### config.mk
export PLATFORM = sky130hd
export DESIGN_NAME = fir_sample_sequencer
export DESIGN_NICKNAME = d
export VERILOG_FILES = /design/src/rtl/fir_sample_sequencer.sv
export SDC_FILE = /design/constraint.sdc
export NUM_CORES = 1
export LEC_CHECK = 0
export BUFFER_PORTS_ARGS = -buffer_cell sky130_fd_sc_hd__buf_2
export CORE_UTILIZATION = 54
export CTS_CLUSTER_SIZE = 24
export DETAILED_ROUTE_END_ITERATION = 8
export PLACE_DENSITY = 0.91
export SYNTH_ARGS = -nofsm -noshare
export SYNTH_HDL_FRONTEND = slang
export SYNTH_SLANG_ARGS = --single-unit
### constraint.sdc
create_clock -name clk_i -period 4.1 [get_ports clk_i]
set_clock_uncertainty 0.2 [all_clocks]
set_input_delay 0.41 -clock clk_i [delete_from_list [all_inputs] [get_ports clk_i]]
set_output_delay 0.41 -clock clk_i [all_outputs]
set_load 0.01 [all_outputs]
### src/rtl/fir_sample_sequencer.sv
// fir_sample_sequencer: feeds buffered sensor samples to the FIR MAC core one at a time,
// arbitrates core access between sample processing, coefficient writes and clear, holds
// each result in a one-entry valid/ready buffer and watchdogs every computation.
module fir_sample_sequencer #(
  parameter int DATA_WIDTH = 16,
  parameter int ADDR_WIDTH = 3,
  parameter int FIFO_DEPTH = 4,
  parameter int TIMEOUT    = 64
) (
  input  logic                          clk_i,
  input  logic                          rst_ni,
  input  logic                          smp_valid_i,
  input  logic [DATA_WIDTH-1:0]         smp_data_i,
  output logic                          smp_ready_o,
  input  logic                          coef_wr_i,
  input  logic [ADDR_WIDTH-1:0]         coef_addr_i,
  input  logic [DATA_WIDTH-1:0]         coef_data_i,
  output logic                          coef_ack_o,
  input  logic                          clr_req_i,
  output logic                          res_valid_o,
  output logic [DATA_WIDTH-1:0]         res_data_o,
  input  logic                          res_ready_i,
  output logic                          core_clr_o,
  output logic                          core_en_o,
  output logic                          core_coef_we_o,
  output logic [ADDR_WIDTH-1:0]         core_coef_addr_o,
  output logic [DATA_WIDTH-1:0]         core_coef_data_o,
  output logic [DATA_WIDTH-1:0]         core_sample_o,
  input  logic [DATA_WIDTH-1:0]         core_result_i,
  input  logic                          core_result_valid_i,
  output logic                          busy_o,
  output logic                          timeout_o,
  output logic [$clog2(FIFO_DEPTH):0]   fifo_level_o
);

  localparam int PW = $clog2(FIFO_DEPTH);
  localparam int LW = PW + 1;
  localparam int WW = $clog2(TIMEOUT + 1);

  typedef enum logic [2:0] {S_IDLE, S_CLEAR, S_COEF, S_ISSUE, S_WAIT} state_t;

  state_t                state;
  logic [DATA_WIDTH-1:0] mem [FIFO_DEPTH];
  logic [PW-1:0]         wr_ptr, rd_ptr;
  logic [WW-1:0]         wd_cnt;
  logic                  fifo_empty, fifo_full, push, flush, start_issue;

  assign fifo_empty  = (fifo_level_o == '0);
  assign fifo_full   = (fifo_level_o == LW'(FIFO_DEPTH));
  assign smp_ready_o = !fifo_full;
  // CLEAR drops the whole FIFO, including anything offered in that same cycle.
  assign flush       = (state == S_CLEAR);
  assign push        = smp_valid_i && !fifo_full && !flush;
  // Clear and coefficient writes win over samples; a full result buffer stalls issue.
  assign start_issue = (state == S_IDLE) && !clr_req_i && !coef_wr_i && !fifo_empty && !res_valid_o;
  assign busy_o      = (state != S_IDLE) || !fifo_empty;

  // Sample storage; contents need no reset since occupancy is tracked separately.
  always_ff @(posedge clk_i) begin
    if (push) mem[wr_ptr] <= smp_data_i;
  end

  // FIFO pointers and occupancy; pointers wrap naturally as the depth is a power of two.
  always_ff @(posedge clk_i or negedge rst_ni) begin
    if (!rst_ni) begin
      wr_ptr       <= '0;
      rd_ptr       <= '0;
      fifo_level_o <= '0;
    end else if (flush) begin
      rd_ptr       <= wr_ptr;
      fifo_level_o <= '0;
    end else begin
      if (push)        wr_ptr <= wr_ptr + 1'b1;
      if (start_issue) rd_ptr <= rd_ptr + 1'b1;
      fifo_level_o <= fifo_level_o + LW'(push) - LW'(start_issue);
    end
  end

  // Sequencing FSM with registered core strobes, result buffer and watchdog.
  always_ff @(posedge clk_i or negedge rst_ni) begin
    if (!rst_ni) begin
      state            <= S_IDLE;
      core_clr_o       <= 1'b0;
      core_en_o        <= 1'b0;
      core_coef_we_o   <= 1'b0;
      coef_ack_o       <= 1'b0;
      core_coef_addr_o <= '0;
      core_coef_data_o <= '0;
      core_sample_o    <= '0;
      res_valid_o      <= 1'b0;
      res_data_o       <= '0;
      timeout_o        <= 1'b0;
      wd_cnt           <= '0;
    end else begin
      core_clr_o     <= 1'b0;
      core_en_o      <= 1'b0;
      core_coef_we_o <= 1'b0;
      coef_ack_o     <= 1'b0;
      if (res_valid_o && res_ready_i) res_valid_o <= 1'b0;
      case (state)
        S_IDLE: begin
          if (clr_req_i) begin
            state      <= S_CLEAR;
            core_clr_o <= 1'b1;
            timeout_o  <= 1'b0;
          end else if (coef_wr_i) begin
            state            <= S_COEF;
            core_coef_we_o   <= 1'b1;
            coef_ack_o       <= 1'b1;
            core_coef_addr_o <= coef_addr_i;
            core_coef_data_o <= coef_data_i;
          end else if (start_issue) begin
            state         <= S_ISSUE;
            core_en_o     <= 1'b1;
            core_sample_o <= mem[rd_ptr];
            wd_cnt        <= '0;
          end
        end
        S_CLEAR: begin
          res_valid_o <= 1'b0;
          state       <= S_IDLE;
        end
        S_COEF:  state <= S_IDLE;
        S_ISSUE: state <= S_WAIT;
        S_WAIT: begin
          if (core_result_valid_i) begin
            res_data_o  <= core_result_i;
            res_valid_o <= 1'b1;
            state       <= S_IDLE;
          end else if (wd_cnt == WW'(TIMEOUT - 1)) begin
            // Core never answered: drop the sample and reset the core; entering
            // CLEAR this way leaves the sticky flag set.
            timeout_o  <= 1'b1;
            core_clr_o <= 1'b1;
            state      <= S_CLEAR;
          end else begin
            wd_cnt <= wd_cnt + 1'b1;
          end
        end
        default: state <= S_IDLE;
      endcase
    end
  end

endmodule

; ---- Yosys cells after proc, flatten, opt, wreduce, memory -nomap -nowiden
; Memory sizes are Yosys's and may differ from the RTL's. A register that Yosys moved wholly into a read port is not among the register bits.
; Cells that the tools add are included.
[totals]
ram_bits = 64
register_bits = 57
n_memories = 1
mem_bits_ro = 0
output_inout_bits = 62
input_bits = 58
latchBits = 0
[classes]
n_eq_ne = 14
mux = 35
mul = 0
n_addsub = 5
n_div = 0
n_shift = 0
n_bitwise = 3
order_cmp = 0
n_reduce_logical = 27
[memory_table]
columns = name, words, word_bits, read_ports, rd_clocked_by_memory_dff, write_ports, line
row1 = mem, 4, 16, 1, 1, 1, 43  ; logic [DATA_WIDTH-1:0] mem [FIFO_DEPTH];
[ops]
columns = operator, n
row1 = two-way mux 7 bit, 5
row2 = two-way mux 3 bit, 6
row3 = two-way mux 1 bit, 17
row4 = inequality test 2 bit (second input constant), 7
row5 = case mux 7 bit (2 select lines), 1
row6 = case mux 3 bit (3 select lines), 1
row7 = AND reduction 4 bit, 2
row8 = adder 7 x 1 -> 7 bit (second input constant), 1
row9 = equality test 7 x 6 -> 1 bit (second input constant), 1
row10 = logical AND 1 bit, 7
row11 = zero test 1 bit, 7
row12 = equality test 3 bit (second input constant), 2
row13 = zero test 3 bit, 2
row14 = case mux 1 bit (2 select lines), 3
row15 = AND reduction 2 bit, 3
row16 = AND reduction 6 bit, 1
row17 = adder 2 x 1 -> 2 bit (second input constant), 2
row18 = two-way mux 2 bit, 2
row19 = inequality test 4 bit (second input constant), 1
row20 = nonzero test 2 bit, 2
row21 = adder 3 x 1 -> 3 bit, 1
row22 = equality test 3 x 1 -> 1 bit (second input constant), 1
row23 = equality test 3 x 2 -> 1 bit (second input constant), 1
row24 = inequality test 3 bit (second input constant), 1
row25 = other kinds (5), 7

; ---- Depth between registers and ports, before layout
; Gate-level depths: netlist of the first run.
[depth]
ltp_word = 9
ltp_mapped = 11
mapped_depth_nobuf = 10

; ---- Least setup slack after synthesis of the first run
; No wires, ideal clock.
[synth_path]
kind = register -> register
from = reg state[1]
to = reg fifo_level_o[2]
setup_slack_ns = 1.260
arrival_ns = 2.502
setup_time_ns = 0.138
required_time_ns = 3.762
stages_incl_launch_ff = 12
period_less_slack_ns = 2.840
path_cell_list = dfrtp_1 -> buf_6 -> or4_4 -> nor4_4 -> buf_6 -> xor2_1 -> ha_1 -> inv_1 -> fa_1 -> xor2_1 -> xnor2_1 -> nor2_1
[synth_between]
elab_chain_len = 7
word_cells_on_any_way = 11
[synth_rtl]
columns = item, line
row1 = "start, declared", 42  ; state_t state;
row2 = "start signal, assigned", 82  ; state <= S_IDLE;
row3 = "start signal, assigned", 103  ; state <= S_CLEAR;
row4 = "start signal, assigned", 107  ; state <= S_COEF;
row5 = branches (longest 6 deep; another with adder 3 x 1 -> 3 bit), -
row6 = two-way mux 3 bit *, 69  ; end else if (flush) begin
row7 = "end signal, assigned", 75  ; fifo_level_o <= fifo_level_o + LW'(push) - LW'(start_issue);
row8 = "end, declared", 33  ; output logic [$clog2(FIFO_DEPTH):0] fifo_level_o
; Mark *: on every way between the ends.
; A chain may end at the register's enable or synchronous reset.

; ---- Final worst setup path of the first run
; Ends and elaborated chain as after synthesis.

==> results of run 1 <==
placed cells by master, fill, tap and decap left out, drive strengths merged, types with 6 or more instances in the layout:
cell         Yosys  layout
and2             7       7
buf              8     120
clkbuf           5      23
dfrtp           73      73
dlygate4sd3      0      53
edfxtp          64      64
ha               6       6
inv              8      10
mux2            53      53
mux4            16      16
nand2            9       9
nor2             8       8
sequential cells by signal, indices dropped and copies added (netlist names):
| name | count |
|---|---|
| core_coef_addr_o | 3 |
| wd_cnt | 7 |
| core_clr_o | 1 |
| wr_ptr | 2 |
| core_en_o | 1 |
| timeout_o | 1 |
| state | 3 |
| core_coef_we_o | 1 |
| mem | 64 |
| res_data_o | 16 |
| core_sample_o | 16 |
| fifo_level_o | 3 |
| res_valid_o | 1 |
| core_coef_data_o | 16 |
| rd_ptr | 2 |
final cells by class:
type | instances | area [µm²] | area share [%]
tap | 133 | 166 | 2.32
inverter | 8 | 30.0 | 0.419
sequential | 137 | 3750 | 52.2
clock buffer | 23 | 509 | 7.10
clock inverter | 9 | 58.8 | 0.820
timing repair buffer | 173 | 1140 | 15.8
multi-input combinational | 148 | 1530 | 21.3
metal layers:
layer	track usage (%)	vias up
li1	-	1505
met1	27.0	1681
met2	41.4	134
met3	5.61	16
met4	9.12	0
met5	0	-
where the power goes:
group	switching, mW	internal, mW	leakage, nW
logic	0.691	0.787	1.30
clock network	0.552	0.863	0.281
registers	0.334	1.90	1.49
critical path: cells and delay by family (launching register included):
family / cells / cell delay (ps)
AND/OR/NAND/NOR: 3 / 790
adder cells (fa/ha/maj): 2 / 540
XOR/XNOR: 3 / 510
flip-flops: 1 / 470
buffers and inverters: 2 / 410
per-stage QoR:
step	utilization, %	worst slack (ps)	power [mW]	hold WS, ps
floorplan	-	1260	3.13	-85.6
global placement	62.4	1190	3.58	253
detailed placement	62.4	1050	3.69	273
CTS	73.7	1040	5.14	26.9
global route	73.7	855	5.41	30.1
finish	73.7	1050	5.13	48.7
synthesized netlist by cell type (all sizes together) (2+ instances only):
library cell / instances / share of area (%)
mux2i: 2 / 0.37
mux4: 16 / 6.7
nor3b: 2 / 0.37
inv: 8 / 0.56
nand2: 9 / 0.63
mux2: 53 / 11
edfxtp: 64 / 36
nand3b: 2 / 0.28
nor3: 4 / 0.37
a21oi: 5 / 0.46
ha: 6 / 1.4
and2: 7 / 0.81
xor2: 2 / 0.33
dfrtp: 73 / 34
o21ai: 4 / 0.44
nor2b: 2 / 0.23
buf: 8 / 1.2
nor2: 8 / 0.56
nand2b: 3 / 0.35
and3b: 2 / 0.33
clkbuf: 5 / 0.35
nand3: 2 / 0.19
xnor2: 3 / 0.49
kinds of logic after synthesis:
family                     after synthesis
adders and majority gates                7
muxes                                   71
and+or+nand+nor                         47
DFF                                    137
AOI/OAI and AO/OA                       18
buffers and inverters                   21
xor gates and xnor gates                 5
worst paths after layout:
| path | from | cells past startpoint | endpoint |
|---|---|---|---|
| min | res_ready_i | 4 | res_valid_o |
| max reg2reg | state[1] | 10 | fifo_level_o[2] |
| min in group asynchronous | rst_ni | 2 | res_data_o[7] |
| min reg2reg | wd_cnt[5] | 1 | wd_cnt[5] |
| max in group asynchronous | rst_ni | 2 | wd_cnt[0] |
| max | state[1] | 10 | fifo_level_o[2] |
what timing repair did:
| item | CTS | global route |
|---|---|---|
| endpoints found under the hold margin | 173 | 0 |
| setup buffers | 0 | 0 |
| hold buffers | 53 | 0 |
==> results.yml, run 1 <==
outcome:
  outcome: "finished clean"
drt:
  met2_length_mm: 5.83
  via_per_inst: 5.29
  wl_met3_um: 610
  m1WireLength_mm: 4.69
  drtPass1Iterations: 5
  num_vias: 3336
  top_layer: "met4"
  drt_iter0_drc: 108
  ant_nets: 0
  wl_mm: 11.3
  drc: 0
  wl_per_cell_um: 17.9
global_route:
  grt.overflow.total: 0
  antenna_found_initial: 0
  grt.total_usage_pct: 23.1
  grt_max_degree: 74
  grt_pass1_vias: 3462
  grt_pass1_wl_mm: 17.3
cts:
  cts_tree: "built"
  cts_root_buf: "clkbuf_8"
  ctsResizeCount: 0
  path_clk_slew_ps: 60
  cts.sinks: 137
  numCtsBuffers: 17
  clk_latency_ps: 510
  clk_path_buf_depth: 2
  htreeDepth: 4
die:
  io_pins: 120
  start_util_pct: 55.4
  coreArea_um2: 9730
  core.rowCount: 36
  die_area_um2: 10400
  die_h_um: 102
  die_w_um: 102
synth:
  syn_area_um2: 5390
  syn_nets: 371
  synth-seq-area-share_pct: 69.6
  synth_compound_area_share_pct: 2.25
  ys_dominant_reg_cell: "dfrtp_1"
  yosys_register_bits: 137
  synth_mux_area_share_pct: 18.1
  synthSimpleGateAreaFrac_pct: 5.34
  syn-instance-count: 306
  yosysUniqueCellTypes: 43
  synthArstFlopShare_pct: 53.3
  synth_top_family_by_area: "multiplexers"
  synthAdderAreaFrac_pct: 1.77
  syn_area_per_cell_um2: 17.6
  synth_enable_flop_cells: 64
  ys_warn_count: 0
  yosys.area_share.xor_xnor_pct: 0.813
setup_path:
  cpMostUsedCell: "xor2_1"
  cp-start-kind: "flip-flop"
  crit_arrival_ps: 3220
  crit_slowest_cell: "or4_4"
  end_kind: "flip-flop"
  crit_fanout: 24
  max_stage_delay_ps: 600
  worst-setup-path-type: "reg -> reg"
  required_ps: 4270
  rrSetupSlack_ps: 1050
  cp_cell_sequence: "or4_4 -> nor4_4 -> buf_4 -> xor2_1 -> ha_1 -> inv_1 -> fa_1 -> xor2_1 -> xnor2_1 -> nor2_1"
timing:
  timing.final.setup_violations: 0
  hold_viol: 0
  worst_pin_slew_ps: 1160
  fin_crit_sh_pct: 74.4
  slew_headroom_pct: 22.7
  rsz0062_at_grt: "false"
  maxSlewViolCount: 0
  finalCriticalPeriod_ps: 3050
  fin_setup_tns_ps: 0
  fmax_mhz: 328
final_layout:
  nets: 550
  stdcell_area_um2: 7170
  final_cells: 631
  area_growth_pct: 33.2
  nFillCells: 583
  drive_gt1_share_pct: 45.6
  diodes: 0
pwr:
  p_per_area_nw_per_um2: 715
  p_leak_nw: 3.06
  max-vdd-ir-drop_mv: 0.391
placement:
  place.gp.congestion: 0.816
  dpl.cell_count: 546
  dp_hpwl_mm: 6.51
  io_buffer_count: 119
  place_area_um2: 6080
run:
  drv_cap: 0
worst_hold_path:
  hold_class: "in -> reg"
Power figures use the tool's default switching activity.
==> inputs of run 2 (changes only) <==
Settings changed: ABC_AREA from default to 1, CORE_UTILIZATION 54 to 49, PLACE_DENSITY 0.91 to 0.87.
Clock period 4.1 ns to 2.5 ns, I/O delays scaled along.
==> run 2 against run 1 <==
  * Utilization shrank 5.5 points
  * Combinational power grew 97%
  * Count of clock-buffer cells in the layout shrank 2
  * Via count grew 37%
  * Largest power group unchanged
  * Critical endpoint is now fifo_level_o[1]
  * Die area grew 16%
  * Non-clock buffer count grew 11
  * Global-route usage grew 1.5 points
  * Cell count grew 38%
==> results.yml, run 2 <==
cts:
  clk_latency_ps: 410
  cts.sinks: 137
  numCtsBuffers: 17
  ctsResizeCount: 0
  path_clk_slew_ps: 60
  htreeDepth: 4
  cts_tree: "built"
  post_cts_buffers: 0
  cts_root_buf: "clkbuf_16"
  clk_path_buf_depth: 2
die:
  core.rowCount: 38
  die_area_um2: 12000
  die_w_um: 110
  io_pins: 120
  start_util_pct: 51.3
  die_h_um: 110
  coreArea_um2: 11000
global_route:
  grt.overflow.total: 0
  grt.total_usage_pct: 24.7
  grt_pass1_vias: 4556
  grt_max_degree: 74
  grt_pass1_wl_mm: 21.9
  antenna_found_initial: 0
pwr:
  max-vdd-ir-drop_mv: 0.707
  p_sw_share_pct: 35.5
  pwr-share-seq_pct: 38.3
  internal_power_mw: 5.69
  combPwrFrac_pct: 33.0
  power_frac_clock_pct: 28.8
  netSwitchingPower_mw: 3.14
  p_leak_nw: 3.54
  p_per_area_nw_per_um2: 1170
synth:
  synthArstFlopShare_pct: 53.3
  synth.area.top_cells: "edfxtp_1 34%, dfrtp_1 32%, nand2_1 11%"
  synth-seq-area-share_pct: 66.2
  ys_dominant_reg_cell: "dfrtp_1"
  synth_top_cell_by_area: "edfxtp_1"
  yosysUniqueCellTypes: 31
  syn-instance-count: 541
  yosys-top-cells-count: "159 x nand2_1, 73 x dfrtp_1, 64 x edfxtp_1"
  synth_most_common_cell: "nand2_1"
  syn_area_um2: 5660
  synth_top_area_share_pct: 33.9
  syn_area_per_cell_um2: 10.5
  ys_warn_count: 0
  synth_enable_flop_cells: 64
  yosys_register_bits: 137
  syn_nets: 606
timing:
  maxSlewViolCount: 0
  rsz0062_at_grt: "false"
  timing.final.setup_violations: 0
  fmax_mhz: 421
  finalCriticalPeriod_ps: 2380
  fin_crit_sh_pct: 95.1
  hold_viol: 0
  worst_pin_slew_ps: 905
  slew_headroom_pct: 39.7
  fin_setup_tns_ps: 0
setup_path:
  cp_cell_sequence: "nor2_1 -> nand2_1 -> nand2_2 -> nor2_4 -> xnor2_1 -> ha_1 -> inv_1 -> fa_1 -> or2_2 -> inv_1"
  required_ps: 2650
  crit_arrival_ps: 2520
  worst-setup-path-type: "reg -> reg"
  crit_slowest_cell: "dfrtp_1"
  crit_buf_inv: 2
  max_stage_delay_ps: 450
  cpMostUsedCell: "inv_1"
  cp-start-kind: "flip-flop"
  end_kind: "flip-flop"
  crit_fanout: 5
  critical_path.top_delay_family: "simple AND/OR/NAND/NOR gates"
drt:
  drtPass1Iterations: 7
  ant_nets: 0
  via_per_inst: 5.22
  num_vias: 4559
  wl_mm: 13.9
  drc: 0
  drt_iter0_drc: 389
  wl_per_cell_um: 15.9
final_layout:
  final_cells: 873
  stdcell_area_um2: 7530
  final_cell_mix: "159 x nand2_1, 118 x buf_2, 73 x dfrtp_1, 64 x edfxtp_1"
  multi_input_area_um2: 1670
  utilization_pct: 68.3
  largest_reg_flops: 64
  nets: 785
  layout_commonest_cell: "nand2_1"
  nFillCells: 807
  diodes: 0
  drive_gt1_share_pct: 24.4
  regArea_um2: 3750
  regMostFlops: "mem"
  area_growth_pct: 32.9
placement:
  place_area_um2: 6380
  dpl.cell_count: 788
  dp_hpwl_mm: 8.16
  place.gp.congestion: 0.826
  io_buffer_count: 119
run:
  drv_cap: 0
outcome:
  outcome: "finished clean"
worst_hold_path:
  hold_class: "in -> reg"
run 2: through the flow:
stage                     total power, mW  setup slack, ps  hold WS [ps]
after global placement               6.04              317           228
after detailed placement             6.22              155           240
after global routing                 9.40             9.04          39.8
after floorplan                      5.15              118          -246
after CTS                            8.87              135          13.6
final                                8.83              123          27.4
run 2: final cells by class:
class	instances	share of cell area, %
sequential	137	49.8
multi-input combinational	353	22.2
timing repair buffer	184	16.2
clock buffer	21	6.42
tap	140	2.33
clock inverter	11	1.76
inverter	27	1.35
run 2: layer usage:
metal  vias to the layer above  share of wire, %  global-route usage [%]
met5                         -                 0                       0
met3                        26               6.6                    6.22
met1                      2175                40                    27.7
li1                       2166                 -                       -
met4                         0               1.6                    9.52
met2                       192                52                    44.9
run 2: worst register-to-register path: cells and delay by family (launching register included):
kind                     cells  cell delay [ps]
XOR/XNOR                     1              160
buffers and inverters        2              110
adder cells (fa/ha/maj)      2              630
flip-flops                   1              450
AND/OR/NAND/NOR              5              750
run 2: timing repair:
item                       4_1_cts  5_1_grt
hold buffers                    53        0
hold endpoints to repair       173        0
setup endpoints to repair        0        0
run 2: cell families after synthesis:
| logic type | count (synthesis) | share of synthesized area (%) |
|---|---|---|
| compound gates | 80 | 7.67 |
| xor+xnor | 3 | 0.464 |
| fa+ha+maj | 7 | 1.68 |
| buf+inv | 51 | 4.33 |
| flops | 137 | 66.2 |
| simple gates | 263 | 19.7 |
run 2: power groups by stage:
stage | Sequential [mW] | Combinational (mW) | Clock, mW
after CTS | 3.37 | 2.91 | 2.59
after detailed placement | 3.40 | 2.82 | 0
after global routing | 3.44 | 3.25 | 2.70
final | 3.38 | 2.91 | 2.54
after floorplan | 3.56 | 1.59 | 0
after global placement | 3.36 | 2.68 | 0
run 2: path summary, 6_finish.rpt:
check	from	endpoint	slack, ps	cells after the start
min in group asynchronous	rst_ni	res_data_o[8]	310	2
max in group asynchronous	rst_ni	core_sample_o[2]	1200	2
min	clr_req_i	state[0]	30	3
max	fifo_level_o[1]	fifo_level_o[1]	120	10
max reg2reg	fifo_level_o[1]	fifo_level_o[1]	120	10
min reg2reg	res_data_o[11]	res_data_o[11]	270	2
